## src/rtl/seq_frame_tx.sv

```systemverilog
// seq_frame_tx: serial frame transmitter. A payload accepted on a valid/ready
// handshake is sent as a fixed sync pattern followed by the payload, both MSB
// first, on a registered one-bit line that idles low.
// Optional feature: define SEQ_FRAME_TX_PARITY_EN to append an even-parity bit
// (XOR of the payload bits) after the payload.
module seq_frame_tx #(
    parameter int                SYNC_W = 4,
    parameter logic [SYNC_W-1:0] SYNC   = SYNC_W'(4'b1011),
    parameter int                DATA_W = 8
) (
    input  logic              clk,
    input  logic              rst,
    input  logic              valid,
    input  logic [DATA_W-1:0] data_in,
    output logic              ready,
    output logic              out,
    output logic              busy,
    output logic              last
);

    localparam int            MAX_W    = (SYNC_W > DATA_W) ? SYNC_W : DATA_W;
    localparam int            CW       = (MAX_W > 1) ? $clog2(MAX_W) : 1;
    localparam logic [CW-1:0] SYNC_END = CW'(SYNC_W - 1);
    localparam logic [CW-1:0] DATA_END = CW'(DATA_W - 1);
`ifndef SEQ_FRAME_TX_PARITY_EN
    localparam logic [CW-1:0] DATA_PRE = CW'((DATA_W >= 2) ? DATA_W - 2 : 0);
`endif

`ifdef SEQ_FRAME_TX_PARITY_EN
    typedef enum logic [1:0] {S_IDLE, S_SYNC, S_DATA, S_PAR} state_t;
`else
    typedef enum logic [1:0] {S_IDLE, S_SYNC, S_DATA} state_t;
`endif

    state_t              state_q;
    logic [CW-1:0]       cnt_q;
    logic [DATA_W-1:0]   shift_q;
    logic [SYNC_W-1:0]   sync_q;
    logic                out_q;
    logic                last_q;
`ifdef SEQ_FRAME_TX_PARITY_EN
    logic                par_q;
`endif
    logic                accept;

    // Ready comes only from registered state, so a new frame can be taken
    // in the last-bit cycle without any path from valid.
    assign ready  = (state_q == S_IDLE) || last_q;
    assign busy   = (state_q != S_IDLE);
    assign accept = valid && ready;
    assign out    = out_q;
    assign last   = last_q;

    // Frame sequencer: one register update per line bit; an accept always
    // restarts the frame at the first sync bit, even in the last-bit cycle.
    always_ff @(posedge clk or posedge rst) begin
        if (rst) begin
            state_q <= S_IDLE;
            cnt_q   <= '0;
            shift_q <= '0;
            sync_q  <= '0;
            out_q   <= 1'b0;
            last_q  <= 1'b0;
`ifdef SEQ_FRAME_TX_PARITY_EN
            par_q   <= 1'b0;
`endif
        end else if (accept) begin
            state_q <= S_SYNC;
            cnt_q   <= '0;
            shift_q <= data_in;
            sync_q  <= SYNC << 1;
            out_q   <= SYNC[SYNC_W-1];
            last_q  <= 1'b0;
`ifdef SEQ_FRAME_TX_PARITY_EN
            par_q   <= ^data_in;
`endif
        end else begin
            case (state_q)
                S_IDLE: begin
                    out_q  <= 1'b0;
                    last_q <= 1'b0;
                end
                S_SYNC: begin
                    if (cnt_q == SYNC_END) begin
                        state_q <= S_DATA;
                        cnt_q   <= '0;
                        out_q   <= shift_q[DATA_W-1];
                        shift_q <= shift_q << 1;
`ifdef SEQ_FRAME_TX_PARITY_EN
                        last_q  <= 1'b0;
`else
                        last_q  <= (DATA_W == 1);
`endif
                    end else begin
                        cnt_q  <= cnt_q + CW'(1);
                        out_q  <= sync_q[SYNC_W-1];
                        sync_q <= sync_q << 1;
                        last_q <= 1'b0;
                    end
                end
                S_DATA: begin
                    if (cnt_q == DATA_END) begin
`ifdef SEQ_FRAME_TX_PARITY_EN
                        state_q <= S_PAR;
                        cnt_q   <= '0;
                        out_q   <= par_q;
                        last_q  <= 1'b1;
`else
                        state_q <= S_IDLE;
                        cnt_q   <= '0;
                        out_q   <= 1'b0;
                        last_q  <= 1'b0;
`endif
                    end else begin
                        cnt_q   <= cnt_q + CW'(1);
                        out_q   <= shift_q[DATA_W-1];
                        shift_q <= shift_q << 1;
`ifdef SEQ_FRAME_TX_PARITY_EN
                        last_q  <= 1'b0;
`else
                        last_q  <= (cnt_q == DATA_PRE);
`endif
                    end
                end
`ifdef SEQ_FRAME_TX_PARITY_EN
                S_PAR: begin
                    state_q <= S_IDLE;
                    cnt_q   <= '0;
                    out_q   <= 1'b0;
                    last_q  <= 1'b0;
                end
`endif
                default: begin
                    state_q <= S_IDLE;
                    cnt_q   <= '0;
                    out_q   <= 1'b0;
                    last_q  <= 1'b0;
                end
            endcase
        end
    end

endmodule

```

## config.mk

```make
export PLATFORM = sky130hd
export DESIGN_NAME = seq_frame_tx
export DESIGN_NICKNAME = d
export VERILOG_FILES = /design/src/rtl/seq_frame_tx.sv
export SDC_FILE = /design/constraint.sdc
export NUM_CORES = 1
export LEC_CHECK = 0
export CAP_MARGIN = 30
export CORE_MARGIN = 3
export CORE_UTILIZATION = 34
export CTS_BUF_LIST = sky130_fd_sc_hd__clkbuf_8
export DETAILED_ROUTE_END_ITERATION = 6
export GPL_TIMING_DRIVEN = 0
export SETUP_SLACK_MARGIN = 0.5
export SLEW_MARGIN = 20
export SYNTH_ARGS = -nofsm -noshare
export SYNTH_HDL_FRONTEND = slang
export SYNTH_SLANG_ARGS = --single-unit
```

## constraint.sdc

```tcl
create_clock -name clk -period 1.9 [get_ports clk]
set_input_delay 0.285 -clock clk [delete_from_list [all_inputs] [get_ports clk]]
set_output_delay 0.285 -clock clk [all_outputs]
set_load 0.005 [all_outputs]
```

After elaboration in Yosys (flattened, before gate mapping) --
Cells that the tools add are included.
Word-level totals: RAM bits 0, memory bits (read-only) 0, register bits after elaboration 19, output and inout port bits 4, bits in latches 0, input bits 11, memories 0, logic and storage cells 48
Cells by class: shifts and indexed selects 0, multipliers 0, div/mod/pow operators 0, multiplexer cells 22, add/sub/neg operators 1, magnitude comparators 0, equal/unequal tests 10, bitwise logic cells 0, reductions and logical operators 9
Operators by type and width (number):
- 8-bit 2-to-1 mux | 3
- 8-bit one-hot mux with 2 select lines | 1
- 4-bit 2-to-1 mux | 3
- 3-bit 2-to-1 mux | 3
- 3-bit inequality test, second input constant | 3
- 3-bit one-hot mux with 3 select lines | 1
- 3-bit equality test, second input constant | 2
- 1-bit 2-to-1 mux | 6
- 2-bit 2-to-1 mux | 3
- 2-bit one-hot mux with 3 select lines | 1
- 3-bit AND reduction | 2
- 2-bit inequality test, second input constant | 2
- 2-bit nonzero test | 2
- 3-bit by 1-bit adder with 3-bit output, second input constant | 1
- 3-bit by 2-bit equality test with 1-bit output, second input constant | 1
- 3-bit nonzero test | 1
- 2-bit by 1-bit equality test with 1-bit output, second input constant | 1
- 2-bit equality test, second input constant | 1
- 2-bit logical NOT | 1
- 1-bit one-hot mux with 2 select lines | 1
- 2-bit AND reduction | 1
- 1-bit logical AND | 1
- 1-bit logical OR | 1

Depth between registers and ports, before layout --
Gate-level depths: netlist of the first run.
depth after elaboration 5, depth in mapped cells 7, gate-level depth less buffers 6

Worst setup path before layout of the first run --
Ideal clock, no wire load.
kind flip-flop to flip-flop, start point reg cnt_q[0], end point reg shift_q[1], data required time 1.813 ns, library setup time 0.087 ns, slack 0.173 ns, path buffers 2, data arrival time 1.641 ns, cell stages (with the launch flop) 8, path through dfrtp_1 -> ha_1 -> ha_1 -> and2_4 -> buf_6 -> or3_1 -> buf_2 -> o211ai_1
Between the ends: cells in the longest elaborated chain, start to end 3
RTL lines:
- from (decl) | line 36 | logic [CW-1:0] cnt_q;
- from (signal assigned) | line 95 | cnt_q <= cnt_q + CW'(1);
- from (signal assigned) | line 115 | cnt_q <= cnt_q + CW'(1);
- 3-bit equality test / 3-bit by 2-bit equality test with 1-bit output (equally long branches) | line 102, 84
- 3-bit inequality test (no line)
- 3-bit AND reduction (no line) (*)
- to (signal assigned) | line 70 | shift_q <= data_in;
- to (signal assigned) | line 88 | shift_q <= shift_q << 1;
- to (signal assigned) | line 117 | shift_q <= shift_q << 1;
- to (decl) | line 37 | logic [DATA_W-1:0] shift_q;
Mark *: on every way between the ends. The rest lies on a longest branch, timed or not. A chain may end at the register's enable or synchronous reset.

Final worst setup path of the first run --
start point reg cnt_q[0], end point reg shift_q[7]
The elaborated chain is that of the path after synthesis.

==> metrics.md, run 1 <==
| Metric | Value |
|---|---|
| Status | `finished, final reports clean` |
| Final HPWL DP | `roughly 1.7 mm` |
| Path type of the worst setup path | `reg2reg` |
| Share of power burned in registers | `26.9%` |
| Required time of the critical path | `approximately 2100 ps` |
| Port Buffer Count | `14` |
| Overall power after layout | `2.29 mW` |
| Path depth of the worst reg2reg path | `7` |
| Area after DPL | `~1300 sq um` |
| Headroom to the max-slew limit | `a little over half` |
| Number of buffers inserted during clock tree synthesis | `3` |
| Switching share of total power | `a little over a third` |
| Global-route wire length before repair | `between 4 and 5 mm` |
| Setup repair after global routing missed its margin | `true` |
| Sequential element share of the synthesized area | `approximately 43%` |
| Core area | `2830 sq um` |
| Clock share of power | `11.7%` |
| Cell area after synthesis | `1040 sq um` |
| Leak | `between 0.7 and 0.8 nW` |
| Antenna Nets Post-Route | `0` |
| Max clock buf depth | `2` |
| Deepest level of the CTS H-tree | `1` |
| Endpoint type of the worst setup path | `flop` |
| R2R Setup Slk | `a little over 200 ps` |
| # clock sinks | `18` |
| Final clock skew | `~7.7 ps` |
| Design area | `1710 sq um` |
| Synthesized area divided by synthesized cell count | `~9.5 sq um` |
| Number of inserted diodes | `0` |
| Worst Setup Slack, final | `roughly 210 ps` |
| Final count of pins violating max slew | `0` |
| Final nets | `between 150 and 200` |
| EDFF count, synth | `0` |
| Synthesis-stage register bit count | `18` |
| Post-route fraction of the period consumed by the critical path | `89.1%` |
| Highest-count cells in the layout ignoring fill and taps | `nand2_1, buf_4, dfrtp_1` |
| Dpl ws | `just under 80 ps` |
| Post-CTS Hold Buffers | `0` |
| Fraction of met1 tracks used by global routing | `a little over a fifth` |
| Height of the die | `61.4 um` |
| Switching power of the nets | `between 800 and 900 uW` |
| CTS tree | `done` |
| Max IR drop VDD | `about 0.00068 V` |
| Hold violation count in the final report | `0` |
| Wire length reported by the detailed router | `3.02 mm` |
| Footprint of the flip-flops and latches | `roughly 450 sq um` |
| Detailed-route wire length per cell | `16.5 um` |
| Grt met2 use | `32.0%` |
| Source-to-sink clock delay at the later pin of the worst-skew pair | `approximately 260 ps` |
| Antenna violations before repair | `0` |
| Fin crit period | `1690 ps` |
| Area Growth Syn to Fin | `63.9%` |
| Tightest Hold Check Type | `in2async` |
| Number of top-level pins | `15` |
| Cell Count, Final, Fillers Out | `~180` |
| Reg2Reg Launch Point | `cnt_q[0]$_DFFE_PP0P_` |
| Data arrival at the endpoint of the critical path | `1870 ps` |
| Min Hold Slack | `434 ps` |
| Number of violations of the max-capacitance limit | `0` |
| Dominant synthesized flop cell | `dfrtp_1` |
| Netlist cell types | `29` |
| Critical path origin | `cnt_q[0]$_DFFE_PP0P_` |
| Number of global-route vias before repair | `approximately 1000` |
| Category of the worst setup path launch point | `flop` |
| Share of layout cells above drive strength 1 | `39.5%` |
| Critical Path Sink | `shift_q[7]$_DFFE_PP0P_` |
| Count of placed standard cells including taps | `between 150 and 200` |
| Combinational fraction of design power | `between 60% and 70%` |
| Die footprint | `about 3800 sq um` |
| GR peak layer | `met2` |
| Pin count of the biggest net entering global routing | `19` |
| Final global-route overflow total | `0` |
| Gpl congestion | `around 0.81` |
| Yosys warning total | `0` |
| End of the worst register-to-register path | `shift_q[7]$_DFFE_PP0P_` |
| Die boundary width | `between 60 and 70 um` |
| Remaining DRCs | `0` |
| Worst-margin pin slew | `about 700 ps` |
| Leading cell type in the layout, fill and taps excluded | `nand2_1` |
| Crit Path Max Fanout | `7` |
| Effective utilization at floorplan | `~37%` |
| Synth Instances | `110` |
| Synthesized netlist net count | `130` |
| Routed via count divided by cell count | `approximately 5.4` |
| PwrDens | `1340 nW/um^2` |
| Number of filler instances in the final layout | `approximately 250` |
| Internal power of the cells | `roughly 1.5 mW` |
| Via Count | `just under 1000` |
| Count of standard-cell rows | `19` |
| Number of optimization iterations in the first detailed-route pass | `4` |
| Clock tree root buffer cell | `clkbuf_8` |
| GR met3 Demand/Resource | `around 4.2%` |
| Final-report setup violation count | `0` |
| 1st-iter DRT viols | `37` |
| Achievable Freq | `0.591 GHz` |
| Clock slew at the register clock pins of the worst setup and hold paths | `roughly 70 ps` |
| All-layer global routing usage | `18.2%` |
| End-of-flow core utilization | `approximately three fifths` |
| Asr flop ratio synth | `100%` |
| Area taken by multi-input logic gates | `between 600 and 700 sq um` |
| Setup TNS Final | `0 ps` |
power groups by stage:
stage,Combinational (mW),Sequential [mW],Clock [mW]
floorplan,0.555,0.592,0
global placement,0.763,0.613,0
detailed placement,0.779,0.618,0
CTS,1.23,0.610,0.275
global route,1.52,0.634,0.287
finish,1.40,0.616,0.267
worst min-delay path by stage:
stage                           from                     end  slack (ps)
5_1_grt                          rst  shift_q[1]$_DFFE_PP0P_         500
2_1_floorplan                    rst    cnt_q[0]$_DFFE_PP0P_         220
3_3_place_gp   sync_q[1]$_DFFE_PP0P_   sync_q[2]$_DFFE_PP0P_         480
4_1_cts                          rst  state_q[0]$_DFFE_PP0P_         460
3_5_place_dp   sync_q[2]$_DFFE_PP0P_   sync_q[2]$_DFFE_PP0P_         480
6_report                         rst  state_q[0]$_DFFE_PP0P_         430
synthesized netlist by cell type (2+ instances only):
master    count  area share [%]
nor3_1        3             1.4
buf_2         3             1.4
a21oi_1       4             1.9
inv_1         8             2.9
nor2_1        3             1.1
o211ai_1      9             6.5
nand2_1      21             7.6
ha_1          9              11
o21a_1        2             1.4
mux2i_1       2             1.9
o21ai_0       3             1.4
dfrtp_1      18              43
o311ai_0      7             5.9
nor2b_1       3             1.8
state kept, by name, indices dropped and copies added, names as in the netlist:
register / count
cnt_q: 3
last: 1
out: 1
shift_q: 8
state_q: 2
sync_q: 3
routing by layer:
| metal | share of wire [%] | vias to the layer above |
|---|---|---|
| li1 | - | 478 |
| met1 | 40 | 479 |
| met2 | 54 | 25 |
| met3 | 3.8 | 9 |
| met4 | 2.2 | 0 |
| met5 | 0 | - |
final cells by class:
| class | count | share of cell area [%] |
|---|---|---|
| sequential | 18 | 26.4 |
| multi-input combinational | 78 | 38.8 |
| timing repair buffer | 39 | 23.6 |
| buffer | 6 | 3.96 |
| clock buffer | 3 | 2.42 |
| inverter | 8 | 2.49 |
| tap | 31 | 2.27 |
logic make-up after synthesis:
family	count (synthesis)	share of synthesized area, %
mux	2	1.92
flops	18	43.2
compound gates	29	20.0
fa+ha+maj	9	10.8
buf+inv	14	6.48
simple gates	38	17.5
critical path: stages (launching register included):
cell,delay (ps)
dfrtp_1,410
ha_4,190
ha_4,150
and2_4,130
buf_6,120
or3_4,320
buf_6,140
o211ai_1,160
what timing repair did:
item | CTS | global route
resized for setup | 45 | 17
endpoints found under the setup margin | 21 | 21
cloned | 2 | 0
pin swaps | 13 | 6
buffers inserted | 19 | 4
No activity file was read; power rests on OpenSTA's default activity.
==> run 2, diff against run 1 <==
ABC_CLOCK_PERIOD_IN_PS = 1900   (was not set)
CAP_MARGIN = not set   (was 30)
PLACE_DENSITY_LB_ADDON = 0.05   (was not set)
==> run 2 against run 1 <==
Via count down 2.3%. Cell area down 1.0%. Routed wire length down 9.0%. Combinational power down 10%. Clock power up 18%. Count of clock-buffer cells in the layout up 1. Utilization down 0.62 points. Global-route usage down 1.5 points. Die area unchanged. Largest cell class unchanged.
==> metrics.md, run 2 (synthesis gave the netlist of run 1 again) <==
| Metric | Value |
|---|---|
| Status | `finished, final reports clean` |
| # clock sinks | `18 (unchanged)` |
| Height of the die | `61.4 um (unchanged)` |
| Deepest level of the CTS H-tree | `1 (unchanged)` |
| Final-report setup violation count | `0 (unchanged)` |
| Gpl congestion | `0.784 (-3.4%)` |
| Max clock buf depth | `2 (unchanged)` |
| Via Count | `968 (-2.3%)` |
| Antenna violations before repair | `0 (unchanged)` |
| Effective utilization at floorplan | `36.8% (unchanged)` |
| Endpoint type of the worst setup path | `flop` |
| Registers with the most flip-flops | `shift_q (8), cnt_q (3), sync_q (3)` |
| Number of violations of the max-capacitance limit | `0 (unchanged)` |
| Source-to-sink clock delay at the later pin of the worst-skew pair | `260 ps (about the same)` |
| Most flops, register | `shift_q` |
| 1st-iter DRT viols | `22 (-41%)` |
| Routed via count divided by cell count | `5.20 (-3.9%)` |
| Category of the worst setup path launch point | `flop` |
| Footprint of the flip-flops and latches | `452 sq um (unchanged)` |
| Crit Path Max Fanout | `7 (unchanged)` |
| Path depth of the worst reg2reg path | `7 (unchanged)` |
| Leak | `0.750 nW (-0.94%)` |
| Global-route wire length before repair | `4.53 mm (-7.7%)` |
| Dpl ws | `91.7 ps (+13.2 ps)` |
| PwrDens | `1300 nW/um^2 (-3.2%)` |
| Critical Path Sink | `shift_q[6]$_DFFE_PP0P_` |
| Final global-route overflow total | `0 (unchanged)` |
| Achievable Freq | `0.587 GHz (-0.59%)` |
| Detailed-route wire length per cell | `14.8 um (-10%)` |
| Final HPWL DP | `1.72 mm (about the same)` |
| Share of power burned in registers | `27.9% (+1.0 points)` |
| Switching share of total power | `35.7% (-0.69 points)` |
| Combinational fraction of design power | `57.7% (-3.7 points)` |
| Final nets | `176 (+1.1%)` |
| Path type of the worst setup path | `reg2reg` |
| Area taken by multi-input logic gates | `653 sq um (-1.5%)` |
| Internal power of the cells | `1.41 mW (-3.1%)` |
| Die boundary width | `61.4 um (unchanged)` |
| Wire length reported by the detailed router | `2.74 mm (-9.0%)` |
| Clock slew at the register clock pins of the worst setup and hold paths | `70 ps (about the same)` |
| Core area | `2830 sq um (unchanged)` |
| Leading cell type in the layout, fill and taps excluded | `buf_4` |
| End of the worst register-to-register path | `shift_q[6]$_DFFE_PP0P_` |
| Cell Count, Final, Fillers Out | `186 (+1.6%)` |
| Number of filler instances in the final layout | `250 (+2.0%)` |
| Flip-flop count of the largest register, all copies and words added | `8 (unchanged)` |
| Tightest Hold Check Type | `in2async` |
| Final clock skew | `9.74 ps (+2.08 ps)` |
| Data arrival at the endpoint of the critical path | `1880 ps (about the same)` |
| Switching power of the nets | `783 uW (-6.0%)` |
| Highest-count cells in the layout ignoring fill and taps | `buf_4, nand2_1, dfrtp_1` |
| Reg2Reg Launch Point | `state_q[1]$_DFFE_PP0P_` |
| Number of global-route vias before repair | `949 (-7.3%)` |
| Antenna Nets Post-Route | `0 (unchanged)` |
| Max IR drop VDD | `0.000761 V (+12%)` |
| Share of layout cells above drive strength 1 | `38.1% (-1.4 points)` |
| Worst Setup Slack, final | `197 ps (-10.1 ps)` |
| Overall power after layout | `2.19 mW (-4.2%)` |
| Final count of pins violating max slew | `0 (unchanged)` |
| Post-route fraction of the period consumed by the critical path | `89.6% (+0.53 points)` |
| Clock tree root buffer cell | `clkbuf_8` |
| Count of placed standard cells including taps | `155 (unchanged)` |
| Die footprint | `3770 sq um (unchanged)` |
| Number of optimization iterations in the first detailed-route pass | `4 (unchanged)` |
| Setup TNS Final | `0 ps (unchanged)` |
| Number of inserted diodes | `0 (unchanged)` |
| Critical path origin | `state_q[1]$_DFFE_PP0P_` |
| Pin count of the biggest net entering global routing | `19 (unchanged)` |
| Remaining DRCs | `0 (unchanged)` |
| Clock share of power | `14.4% (+2.7 points)` |
| Number of top-level pins | `15 (unchanged)` |
| Fin crit period | `1700 ps (+10.1 ps)` |
| Required time of the critical path | `2070 ps (about the same)` |
| Setup repair after global routing missed its margin | `true` |
| Hold violation count in the final report | `0 (unchanged)` |
| Headroom to the max-slew limit | `53.1% (-0.30 points)` |
| All-layer global routing usage | `16.7% (-1.5 points)` |
| Number of buffers inserted during clock tree synthesis | `3 (unchanged)` |
| Port Buffer Count | `14 (unchanged)` |
| Count of standard-cell rows | `19 (unchanged)` |
| Worst-margin pin slew | `703 ps (+4.43 ps)` |
| CTS tree | `done` |
| Min Hold Slack | `434 ps (+0.334 ps)` |
| Area Growth Syn to Fin | `62.2%` |
| R2R Setup Slk | `200 ps (about the same)` |
[run 2: power groups by stage]
stage          Clock [mW]  Combinational [mW]  Sequential (mW)
6_report            0.315                1.26            0.612
5_1_grt             0.337                1.38            0.628
4_1_cts             0.325                1.19            0.608
3_3_place_gp            0               0.774            0.614
3_5_place_dp            0               0.787            0.616
2_1_floorplan           0               0.555            0.592
[run 2: worst min-delay path by stage]
stage / endpoint / slack [ps] / startpoint / depth (start not counted)
6_report: shift_q[1]$_DFFE_PP0P_ / 430 / rst / 2
5_1_grt: shift_q[1]$_DFFE_PP0P_ / 500 / rst / 2
4_1_cts: state_q[1]$_DFFE_PP0P_ / 470 / rst / 2
3_5_place_dp: sync_q[2]$_DFFE_PP0P_ / 500 / sync_q[2]$_DFFE_PP0P_ / 2
3_3_place_gp: sync_q[2]$_DFFE_PP0P_ / 480 / sync_q[1]$_DFFE_PP0P_ / 2
2_1_floorplan: cnt_q[0]$_DFFE_PP0P_ / 220 / rst / 1
[run 2: through the flow]
stage	utilization (%)	instance area (sq um)
floorplan	-	1100
global placement	45.3	1280
detailed placement	45.3	1280
CTS	57.5	1630
global route	59.8	1690
finish	59.8	1690
[run 2: worst max-delay path, cell delays in order, from the launching register on]
cell	delay, ps
dfrtp_1	400
buf_4	150
ha_4	170
and2_4	150
buf_6	110
or3_1	320
buf_6	150
o211ai_1	170
[run 2: timing repair]
item / CTS / global route
pin swaps: 15 / 5
buffers inserted: 21 / 4
hold buffers: 0 / 0
endpoints found under the setup margin: 21 / 20
resized for setup: 41 / 9
cloned: 2 / 0
[run 2: layout make-up]
class                           instances  share of cell area (%)
Buffer                                  6                    4.22
Timing Repair Buffer                   41                    22.9
Multi-Input combinational cell         78                    38.6
Inverter                                8                    1.92
Tap cell                               31                    2.29
Clock buffer                            4                    3.26
Sequential cell                        18                    26.7
[run 2: layer usage]
layer / GRT usage [%] / wire length [um]
met1: 21.4 / 1240
met2: 28.4 / 1410
met3: 3.77 / 71
met4: 4.24 / 23
met5: 0 / 0
==> run 3, diff against run 2 <==
ABC_CLOCK_PERIOD_IN_PS = 1500   (was 1900)
clock period = 1.5 ns   (was 1.9 ns; I/O delays follow)
==> run 3 against run 2 <==
The run now ends with setup timing left. Utilization fell by 1.9 points. Register-to-register slack got worse by 400 ps. Sequential share of layout area rose by 0.90 points. Via count fell by 2.0%. Highest routed layer unchanged. Total power rose by 25%. Cell area fell by 3.3%. Fmax barely moved. Die area did not move. Largest power group unchanged. Critical path depth did not move. Global-route usage fell by 0.52 points.
==> metrics.md, run 3 (synthesis gave the netlist of run 1 again) <==
| Metric | Value |
|---|---|
| Wire length reported by the detailed router | `2.73 mm (-0.66%)` |
| Dpl ws | `-241 ps (-332 ps)` |
| Die boundary width | `61.4 um (unchanged)` |
| Final HPWL DP | `1.71 mm (-0.20%)` |
| Switching share of total power | `36.2% (+0.44 points)` |
| Final global-route overflow total | `0 (unchanged)` |
| Max IR drop VDD | `0.000871 V (+15%)` |
| Setup TNS Final | `-1750 ps (-1750 ps)` |
| Final count of pins violating max slew | `0 (unchanged)` |
| PwrDens | `1680 nW/um^2 (+30%)` |
| Pin count of the biggest net entering global routing | `19 (unchanged)` |
| Required time of the critical path | `1680 ps (-390 ps)` |
| Number of top-level pins | `15 (unchanged)` |
| Remaining DRCs | `0 (unchanged)` |
| Worst Setup Slack, final | `-204 ps (-401 ps)` |
| Path type of the worst setup path | `reg2reg` |
| 1st-iter DRT viols | `30 (+36%)` |
| Number of filler instances in the final layout | `245 (-2.0%)` |
| Die footprint | `3770 sq um (unchanged)` |
| Endpoint type of the worst setup path | `flop` |
| Number of inserted diodes | `0 (unchanged)` |
| Count of standard-cell rows | `19 (unchanged)` |
| Highest-count cells in the layout ignoring fill and taps | `nand2_1, dfrtp_1, buf_6` |
| Final clock skew | `1.43 ps (-8.32 ps)` |
| All-layer global routing usage | `16.1% (-0.52 points)` |
| Post-route fraction of the period consumed by the critical path | `114% (+24 points)` |
| Clock slew at the register clock pins of the worst setup and hold paths | `70 ps (about the same)` |
| Detailed-route wire length per cell | `15.1 um (+2.1%)` |
| Core area | `2830 sq um (unchanged)` |
| Number of optimization iterations in the first detailed-route pass | `4 (unchanged)` |
| Max clock buf depth | `2 (unchanged)` |
| Setup repair after global routing missed its margin | `true` |
| Category of the worst setup path launch point | `flop` |
| Area Growth Syn to Fin | `56.9%` |
| Area after DPL | `1330 sq um (+3.8%)` |
| Effective utilization at floorplan | `36.8% (unchanged)` |
| Fin crit period | `1700 ps (+1.07 ps)` |
| Number of buffers inserted during clock tree synthesis | `3 (unchanged)` |
| Design area | `1640 sq um (-3.3%)` |
| Leak | `0.705 nW (-6.1%)` |
| Flip-flop count of the largest register, all copies and words added | `8 (unchanged)` |
| Data arrival at the endpoint of the critical path | `1880 ps (about the same)` |
| Switching power of the nets | `995 uW (+27%)` |
| Gpl congestion | `0.761 (-2.9%)` |
| Clock share of power | `14.9% (+0.5 points)` |
| Most flops, register | `shift_q` |
| Share of power burned in registers | `28.0% (about the same)` |
| # clock sinks | `18 (unchanged)` |
| Status | `complete, but fails checks` |
| Leading cell type in the layout, fill and taps excluded | `nand2_1` |
| Via Count | `949 (-2.0%)` |
| Reg2Reg Launch Point | `cnt_q[1]$_DFFE_PP0P_` |
| Worst-margin pin slew | `418 ps (-284 ps)` |
| Routed via count divided by cell count | `5.24 (+0.75%)` |
| Deepest level of the CTS H-tree | `1 (unchanged)` |
| Achievable Freq | `0.587 GHz (about the same)` |
| Final nets | `171 (-2.8%)` |
| Antenna violations before repair | `0 (unchanged)` |
| Path depth of the worst reg2reg path | `7 (unchanged)` |
| CTS tree | `done` |
| Violated checks | `setup timing` |
| Registers with the most flip-flops | `shift_q (8), cnt_q (3), sync_q (3)` |
| Number of violations of the max-capacitance limit | `0 (unchanged)` |
| Internal power of the cells | `1.76 mW (+25%)` |
| Critical path origin | `cnt_q[1]$_DFFE_PP0P_` |
| Antenna Nets Post-Route | `0 (unchanged)` |
| Tightest Hold Check Type | `in2async` |
| Number of global-route vias before repair | `963 (+1.5%)` |
| Height of the die | `61.4 um (unchanged)` |
| Combinational fraction of design power | `57.1% (-0.6 points)` |
| Share of layout cells above drive strength 1 | `39.3% (+1.3 points)` |
| Port Buffer Count | `14 (unchanged)` |
| Crit Path Max Fanout | `7 (unchanged)` |
| Global-route wire length before repair | `4.41 mm (-2.6%)` |
| Source-to-sink clock delay at the later pin of the worst-skew pair | `260 ps (about the same)` |
| Final-report setup violation count | `15 (+15)` |
| Hold violation count in the final report | `0 (unchanged)` |
| Headroom to the max-slew limit | `72.1% (+19 points)` |
| Clock tree root buffer cell | `clkbuf_8` |
-- run 3: metrics by stage --
step | std cells | utilization (%) | total power [mW] | hold slack [ps]
after floorplan | 110 | - | 1.55 | 164
after global placement | 155 | 47.0 | 1.86 | 476
after detailed placement | 155 | 47.0 | 1.87 | 490
after CTS | 178 | 56.2 | 2.67 | 407
after global routing | 181 | 57.8 | 2.97 | 342
final | 181 | 57.8 | 2.75 | 306
-- run 3: layout make-up --
class / count / area (sq um) / share of cell area, %
flip-flops and latches: 18 / 452 / 27.6
clock buffers: 4 / 55.1 / 3.37
repair buffers: 36 / 334 / 20.4
well taps: 31 / 38.8 / 2.37
plain buffers: 6 / 75.1 / 4.59
multi-input cells: 78 / 644 / 39.4
inverters: 8 / 36.3 / 2.22
-- run 3: worst paths after layout --
check / slack [ps] / endpoint
max: -200 / shift_q[4]$_DFFE_PP0P_
min: 310 / state_q[1]$_DFFE_PP0P_
max reg2reg: -200 / shift_q[4]$_DFFE_PP0P_
min reg2reg: 500 / sync_q[2]$_DFFE_PP0P_
max in group asynchronous: 910 / last$_DFF_PP0_
min in group clk: 500 / sync_q[2]$_DFFE_PP0P_
-- run 3: per-layer routing --
| metal | global-route usage [%] | vias up | wire [um] | part of all wire [%] |
|---|---|---|---|---|
| li1 | - | 468 | - | - |
| met1 | 21.0 | 458 | 1290 | 47 |
| met2 | 25.2 | 19 | 1300 | 48 |
| met3 | 4.40 | 4 | 89 | 3.3 |
| met4 | 6.97 | 0 | 52 | 1.9 |
| met5 | 0 | - | 0 | 0 |
-- run 3: critical path, cell delays in order (launching register included) --
cell and delay (ps):
dfrtp_1 410, ha_4 190, ha_4 150, and2_4 130, buf_6 120, or3_1 320
buf_6 150, o211ai_1 160
-- run 3: what timing repair did --
item	4_1_cts	5_1_grt
hold buffers	0	0
resized for setup	35	11
buffers inserted	17	3
cloned	2	0
setup endpoints to repair	22	22
pin swaps	9	7
-- run 3: power by group through the flow --
stage	combinational (mW)	clock, mW	sequential, mW
floorplan	0.802	0	0.753
global placement	1.09	0	0.776
detailed placement	1.09	0	0.776
CTS	1.48	0.420	0.766
global route	1.73	0.445	0.793
finish	1.57	0.411	0.769
